==> config.mk <==
export PLATFORM = sky130hd
export DESIGN_NAME = mem_port_arbiter
export DESIGN_NICKNAME = d
export VERILOG_FILES = /design/src/rtl/risc_toy_pkg.sv /design/src/rtl/arb_tag_pipe.sv /design/src/rtl/mem_port_arbiter.sv
export SDC_FILE = /design/constraint.sdc
export NUM_CORES = 1
export LEC_CHECK = 0
export ABC_AREA = 1
export BUFFER_PORTS_ARGS = -buffer_cell sky130_fd_sc_hd__buf_2
export CORE_AREA = 2 2 102 104
export DETAILED_ROUTE_END_ITERATION = 6
export DIE_AREA = 0 0 104 106
export GPL_ROUTABILITY_DRIVEN = 0
export PLACE_DENSITY = 0.54
export SLEW_MARGIN = 20
export SYNTH_ARGS = -nofsm -noshare
export SYNTH_HDL_FRONTEND = slang
export SYNTH_HIERARCHICAL = 1
export SYNTH_SLANG_ARGS = --single-unit
==> constraint.sdc <==
create_clock -name CLK -period 1.9 [get_ports CLK]
set_input_delay 0.38 -clock CLK [delete_from_list [all_inputs] [get_ports CLK]]
set_output_delay 0.38 -clock CLK [all_outputs]
set_load 0.01 [all_outputs]
==> src/rtl/risc_toy_pkg.sv <==
// Types and defaults shared by the memory-port arbiter and its return-tag pipe.
package risc_toy_pkg;

  typedef enum logic [1:0] {
    TAG_NONE = 2'b00,
    TAG_I    = 2'b01,
    TAG_D    = 2'b10
  } tag_t;

  localparam int LAT_DEF      = 2;
  localparam int MAX_DWIN_DEF = 4;

  // A flush only kills fetch returns; load returns pass through untouched.
  function automatic tag_t squash_fetch(input tag_t tag, input logic squash);
    return (squash && tag == TAG_I) ? TAG_NONE : tag;
  endfunction

endpackage

==> src/rtl/arb_tag_pipe.sv <==
// LAT-deep shift register recording which side owns each outstanding read.
module arb_tag_pipe
  import risc_toy_pkg::*;
#(
  parameter int LAT = LAT_DEF
) (
  input  logic clk,
  input  logic srst,
  input  tag_t tag_in,
  input  logic squash_i,
  output tag_t tail
);

  tag_t stage_reg [LAT];

  generate
    for (genvar gi = 0; gi < LAT; gi++) begin : g_stage
      tag_t stage_next;

      // Squash applies on the way in, so the accepted-this-cycle fetch dies too.
      if (gi == 0) begin : g_head
        assign stage_next = squash_fetch(tag_in, squash_i);
      end else begin : g_body
        assign stage_next = squash_fetch(stage_reg[gi-1], squash_i);
      end

      always_ff @(posedge clk) begin
        if (srst) begin
          stage_reg[gi] <= TAG_NONE;
        end else begin
          stage_reg[gi] <= stage_next;
        end
      end
    end
  endgenerate

  assign tail = stage_reg[LAT-1];

endmodule

==> src/rtl/mem_port_arbiter.sv <==
// Shares one pipelined single-port memory between fetch (I) and data (D) sides,
// D first, with a bound on how long a pending fetch can be starved.
module mem_port_arbiter
  import risc_toy_pkg::*;
#(
  parameter int LAT      = LAT_DEF,
  parameter int MAX_DWIN = MAX_DWIN_DEF
) (
  input  logic        CLK,
  input  logic        RST,
  input  logic        I_REQ,
  input  logic [29:0] I_ADDR,
  input  logic        I_FLUSH,
  output logic        I_STALL,
  output logic        I_VALID,
  output logic [31:0] I_RDATA,
  input  logic        D_REQ,
  input  logic        D_RW,
  input  logic [29:0] D_ADDR,
  input  logic [31:0] D_WDATA,
  output logic        D_STALL,
  output logic        D_VALID,
  output logic [31:0] D_RDATA,
  output logic        M_REQ,
  output logic        M_RW,
  output logic [29:0] M_ADDR,
  output logic [31:0] M_WDATA,
  input  logic        M_GNT,
  input  logic [31:0] M_RDATA
);

  localparam logic [3:0] DWIN_LIMIT = 4'(MAX_DWIN);

  logic [3:0] dwin_cnt_reg;
  logic [3:0] dwin_cnt_next;
  logic       sel_d;
  logic       sel_i;
  logic       accept_d;
  logic       accept_i;
  tag_t       new_tag;
  tag_t       tail_tag;

  // Nothing is issued while reset is held, so both requesters see a stall.
  assign sel_d = ~RST & D_REQ & ~(I_REQ & (dwin_cnt_reg == DWIN_LIMIT));
  assign sel_i = ~RST & I_REQ & ~sel_d;

  assign M_REQ   = sel_d | sel_i;
  assign M_RW    = sel_d & D_RW;
  assign M_ADDR  = sel_d ? D_ADDR : I_ADDR;
  assign M_WDATA = sel_d ? D_WDATA : 32'h0;

  assign accept_d = sel_d & M_GNT;
  assign accept_i = sel_i & M_GNT;

  assign I_STALL = I_REQ & ~accept_i;
  assign D_STALL = D_REQ & ~accept_d;

  always_comb begin
    new_tag = TAG_NONE;
    if (accept_d && !D_RW) begin
      new_tag = TAG_D;
    end else if (accept_i) begin
      new_tag = TAG_I;
    end
  end

  always_comb begin
    dwin_cnt_next = dwin_cnt_reg;
    if (!I_REQ || accept_i) begin
      dwin_cnt_next = 4'd0;
    end else if (accept_d && dwin_cnt_reg < DWIN_LIMIT) begin
      dwin_cnt_next = dwin_cnt_reg + 4'd1;
    end
  end

  always_ff @(posedge CLK) begin
    if (RST) begin
      dwin_cnt_reg <= 4'd0;
    end else begin
      dwin_cnt_reg <= dwin_cnt_next;
    end
  end

  arb_tag_pipe #(
    .LAT (LAT)
  ) u_tag_pipe (
    .clk      (CLK),
    .srst     (RST),
    .tag_in   (new_tag),
    .squash_i (I_FLUSH),
    .tail     (tail_tag)
  );

  assign I_VALID = ~RST & (tail_tag == TAG_I);
  assign D_VALID = ~RST & (tail_tag == TAG_D);
  assign I_RDATA = M_RDATA;
  assign D_RDATA = M_RDATA;

endmodule

==> flow_summary.json, run 1 <==
{
  "status": "finished with violations",
  "violations": "negative setup slack",
  "layout.nets": 547,
  "postSynthAreaPerCell_um2": 5.351,
  "combPwrFrac_pct": 58.7,
  "p_leak_uw": 0.001685,
  "portBuffers": 166,
  "tightest_slew_ps": 217.1,
  "fmax_ghz": 0.5129,
  "routed_wl_mm": 7.239,
  "period_needed_ps": 1950,
  "p_seq_share_pct": 19.0,
  "max-cap-violations": 0,
  "crit_path_start_kind": "flip-flop",
  "grt_max_degree": 21,
  "syn_nets": 429,
  "worst_slack_ps": -49.52,
  "min_path_type": "in2reg",
  "clock_latency_ps": 230,
  "intPower_uw": 574.0,
  "synth_area_um2": 1584,
  "ctsHoldBuffers": 0,
  "setup_viol": 32,
  "place_ws_ps": 149.3,
  "dieArea_um2": 11020,
  "maxSlewViolCount": 0,
  "grt_overflow_total": 0,
  "grt_pass1_vias": 2115,
  "finalSetupTns_ps": -764.3,
  "cts_sinks": 8,
  "critPathKind": "reg2out",
  "cts_inserted_buffers": 3,
  "swShare_pct": 36.57,
  "clkTransAtPathRegs_ps": 40,
  "final-hold-violation-count": 0,
  "drive_above_1_share_pct": 61.41,
  "cp_common_cell": "buf_12",
  "end_kind": "output pin",
  "cp.arrival_ps": 1570,
  "cts_tree": "yes",
  "crit_required_ps": 1520,
  "die_x_um": 104,
  "holdWs_ps": 392.5,
  "cpPeakStageDelay_ps": 330,
  "grt_pass1_wl_mm": 10.53,
  "ir_worst_vdd_mv": 0.1652,
  "rsz0062_at_grt": "true",
  "cp_max_fo": 6,
  "antenna_cells": 0,
  "p_switching_uw": 330.9,
  "fin_skew_ps": 2.865,
  "placementRows": 37,
  "cts_root_buf": "clkbuf_8",
  "crit_chain": "inv_2 -> ha_4 -> nand4_4 -> nand2_4 -> buf_12 -> buf_12 -> clkbuf_16 -> nor2_2 -> buf_2",
  "die-height_um": 106,
  "initial_core_util_pct": 15.84,
  "crit_buf_inv": 5,
  "grt_use_total_pct": 11.88,
  "wl_per_cell_um": 13.21,
  "synth_top_cell_area_share_pct": 30.33,
  "power_frac_clock_pct": 22.4,
  "layout_common_cells": "buf_2 (158), nand2_1 (70), inv_1 (43), nand2_2 (28), nor2_1 (28)",
  "ios": 263,
  "synth.ff_latch_count": 8,
  "grt_antenna_before_repair": 0,
  "synth_area_leaders": "buf_4 (30%), nand2_1 (24%), inv_1 (11%)",
  "synthToLayoutAreaGrowth_pct": 69.27,
  "vias": 2095,
  "p_per_area_nw_per_um2": 337.5,
  "synthCells": 296,
  "drtPass1Iterations": 4,
  "clockBufferDepth": 2,
  "placed_cell_area_um2": 2077,
  "stdcell_area_um2": 2681,
  "yosysWarningCount": 6,
  "yosysSeqAreaShare_pct": 10.11,
  "p_total_uw": 904.9,
  "remaining_drc_errors": 0,
  "final_common_cell": "buf_2",
  "coreArea_um2": 10000,
  "crit_slowest_cell": "dfxtp_2",
  "ys_types": 19,
  "hpwlAfterDp_mm": 4.854,
  "crit_family": "buffers and inverters",
  "synth_top_area_cell": "buf_4",
  "drt_iter0_markers": 60,
  "finalCritPeriodShare_pct": 102.6,
  "drtAntennaViolNets": 0,
  "h-tree-depth": 1,
  "vias_per_cell": 3.823,
  "slew_headroom_pct": 85.47
}
synthesized netlist by cell type:
cell type	number
a21oi_1	1
o21ai_0	2
nand3_1	3
buf_4	64
nor2_1	43
nor3_1	2
ha_1	2
buf_6	4
nand3_2	1
nand4_1	3
inv_1	45
buf_2	6
nor2_2	2
dfxtp_1	8
inv_2	3
nand2_2	2
nand4_2	1
a21oi_2	1
nand2_1	103
per-stage QoR:
step / utilization [%] / cells
5_1_grt: 26.81 / 548
4_1_cts: 25.09 / 547
2_1_floorplan: - / 296
6_report: 26.81 / 548
3_5_place_dp: 20.77 / 527
3_3_place_gp: 20.77 / 527
metal layers:
layer	up-vias	global-route usage (%)	wire, µm
li1	1025	-	-
met1	916	13.94	2823
met2	122	21.05	3580
met3	32	2.575	620
met4	0	4.730	214
met5	-	0	0
cell families after synthesis:
group                      Yosys count  share of synthesized area [%]
and+or+nand+nor                    160                          40.36
buffers and inverters              122                          46.45
DFF                                  8                          10.11
AOI/OAI and AO/OA                    4                          1.501
adders and majority gates            2                          1.580
worst paths after layout:
kind | from | endpoint | slack [ps] | cells past startpoint
worst min register to register | u_tag_pipe/stage_reg[0][1] | u_tag_pipe/stage_reg[1][1] | 450 | 2
worst max-delay path | dwin_cnt_reg[0] | M_WDATA[5] | -50 | 9
worst min-delay path | RST | u_tag_pipe/stage_reg[0][1] | 390 | 2
worst max register to register | dwin_cnt_reg[0] | u_tag_pipe/stage_reg[0][0] | 210 | 13
layout make-up:
cell class	instances	area (µm²)
sequential	8	162.7
multi-input combinational	166	879.6
tap	136	170.2
inverter	48	180.2
clock buffer	3	41.29
fill	1114	7318
timing repair buffer	187	1247
power groups by stage:
stage / clock [µW] / sequential (µW) / combinational, µW
2_1_floorplan: 0 / 174 / 316
3_3_place_gp: 0 / 174 / 384
3_5_place_dp: 0 / 174 / 386
4_1_cts: 207 / 172 / 491
5_1_grt: 220 / 172 / 579
6_report: 202 / 172 / 531
what timing repair did:
item,CTS,global route
buffers inserted,11,1
endpoints found under the hold margin,0,0
cloned,6,2
setup endpoints to repair,51,65
pin swaps,7,16
gates resized for setup,43,40
Note: power is estimated with default switching activity, not from simulation.
==> run 2: changes to the inputs <==
--- a/config.mk
+++ b/config.mk
@@ -9,8 +9,10 @@
 export BUFFER_PORTS_ARGS = -buffer_cell sky130_fd_sc_hd__buf_2
 export CORE_AREA = 2 2 102 104
+export CTS_CLUSTER_DIAMETER = 150
 export DETAILED_ROUTE_END_ITERATION = 6
 export DIE_AREA = 0 0 104 106
 export GPL_ROUTABILITY_DRIVEN = 0
 export PLACE_DENSITY = 0.54
+export SKIP_CTS_REPAIR_TIMING = 1
 export SLEW_MARGIN = 20
 export SYNTH_ARGS = -nofsm -noshare
==> constraint.sdc (replaced) <==
create_clock -name CLK -period 1.9 [get_ports CLK]
set_input_delay 0.38 -clock CLK [delete_from_list [all_inputs] [get_ports CLK]]
set_output_delay 0.38 -clock CLK [all_outputs]
set_load 0.005 [all_outputs]
==> flow_summary.json, run 2 (synthesis results as in run 1) <==
{
  "maxSlewViolCount": 0,
  "reg2reg_to": "dwin_cnt_reg[0]",
  "crit_required_ps": 1520,
  "setup_viol": 26,
  "min-delay-start": "RST",
  "routed_wl_mm": 6.516,
  "wl_per_cell_um": 12.09,
  "final-hold-violation-count": 0,
  "ir_worst_vdd_mv": 0.1112,
  "critPathKind": "reg2out",
  "p_per_area_nw_per_um2": 329.3,
  "holdPathEnd": "u_tag_pipe/stage_reg[0][1]",
  "violations": "negative setup slack",
  "synthToLayoutAreaGrowth_pct": 49.68,
  "status": "finished with violations",
  "placed_cell_area_um2": 2077,
  "remaining_drc_errors": 0,
  "drive_above_1_share_pct": 53.85,
  "p_leak_uw": 0.001572,
  "initial_core_util_pct": 15.84,
  "h-tree-depth": 1,
  "r2r_slack_ps": 370,
  "layout_common_cells": "buf_2 (164), nand2_1 (87), inv_1 (43), nor2_1 (38), nand2_2 (14)",
  "slew_headroom_pct": 86.23,
  "cts_tree": "yes",
  "ff2ff_path_depth": 11,
  "tightest_slew_ps": 205.8,
  "die-height_um": 106,
  "grt_use_total_pct": 9.660,
  "fin_skew_ps": 0.2085,
  "cts_inserted_buffers": 3,
  "grt_overflow_total": 0,
  "drt-met1-wl_mm": 2.567,
  "cts_root_buf": "clkbuf_8",
  "die_x_um": 104,
  "final_common_cell": "buf_2",
  "end_kind": "output pin",
  "grt_antenna_before_repair": 0,
  "finalSetupTns_ps": -301.2,
  "wl_met3_um": 586,
  "drtAntennaViolNets": 0,
  "max-cap-violations": 0,
  "ios": 263,
  "clock_latency_ps": 220,
  "portBuffers": 166,
  "finalCritPeriodShare_pct": 101.5,
  "hold_path_depth": 2,
  "topRoutingLayerUsed": "met4",
  "layout.nets": 538,
  "clkTransAtPathRegs_ps": 40,
  "worst_slack_ps": -28.22,
  "cts_sinks": 8,
  "min_path_type": "in2reg",
  "worstReg2RegStart": "dwin_cnt_reg[0]",
  "dr_wl_met2_mm": 3.163,
  "dieArea_um2": 11020,
  "cp.arrival_ps": 1550,
  "grt_max_degree": 47,
  "hpwlAfterDp_mm": 4.924,
  "coreArea_um2": 10000,
  "crit_path_start_kind": "flip-flop",
  "vias_per_cell": 3.801,
  "clockBufferDepth": 2,
  "drt_iter0_markers": 47,
  "cp_max_fo": 7,
  "rsz0062_at_grt": "true",
  "period_needed_ps": 1928,
  "vias": 2049,
  "grt_pass1_vias": 1875,
  "placementRows": 37,
  "drtPass1Iterations": 4,
  "fmax_ghz": 0.5186,
  "stdcell_area_um2": 2371,
  "num-fill-cells": 1193,
  "grt_pass1_wl_mm": 8.901,
  "antenna_cells": 0
}
-- run 2: routing by layer --
layer  vias up  GRT usage (%)
met5         -              0
met4         0          4.730
met3        30          2.759
met2       125          16.07
met1       893          11.41
li1       1001              -
-- run 2: worst max path at each step --
stage	startpoint	end	slack, ps	cells after the start
floorplan	dwin_cnt_reg[0]	M_ADDR[0]	390	8
global placement	dwin_cnt_reg[0]	M_ADDR[1]	210	9
detailed placement	dwin_cnt_reg[0]	M_ADDR[3]	180	9
CTS	dwin_cnt_reg[0]	M_ADDR[3]	-70	9
global route	dwin_cnt_reg[0]	M_ADDR[0]	-120	10
finish	dwin_cnt_reg[0]	M_ADDR[10]	-30	10
-- run 2: final cells by class --
class	instances	area, µm²	area share [%]
tap	136	170.2	7.177
clock buffer	3	41.29	1.741
inverter	48	180.2	7.599
sequential	8	162.7	6.860
multi-input combinational	166	778.2	32.82
timing repair buffer	178	1039	43.80
-- run 2: critical path: stages, from the launching register on --
cell and delay (ps):
dfxtp_2 340, inv_2 50, ha_4 160, nand2_2 50, nor2_2 50, nor2_4 180, clkbuf_16 170, buf_8 120
nand2_1 60, nand2_1 50, buf_2 100
-- run 2: through the flow --
step	power (µW)	hold slack [ps]	setup slack [ps]	util [%]	std cells
floorplan	427.4	427.3	387.6	-	296
global placement	521.3	443.6	209.4	20.77	527
detailed placement	526.1	451.8	176.7	20.77	527
CTS	730.4	385.2	-73.77	21.18	530
global route	838.0	417.2	-123.8	23.71	539
finish	780.7	389.8	-28.22	23.71	539
-- run 2: power by group --
part / internal (µW) / switching (µW)
combinational: 213 / 197
clock: 137 / 61.6
sequential: 171 / 1.20
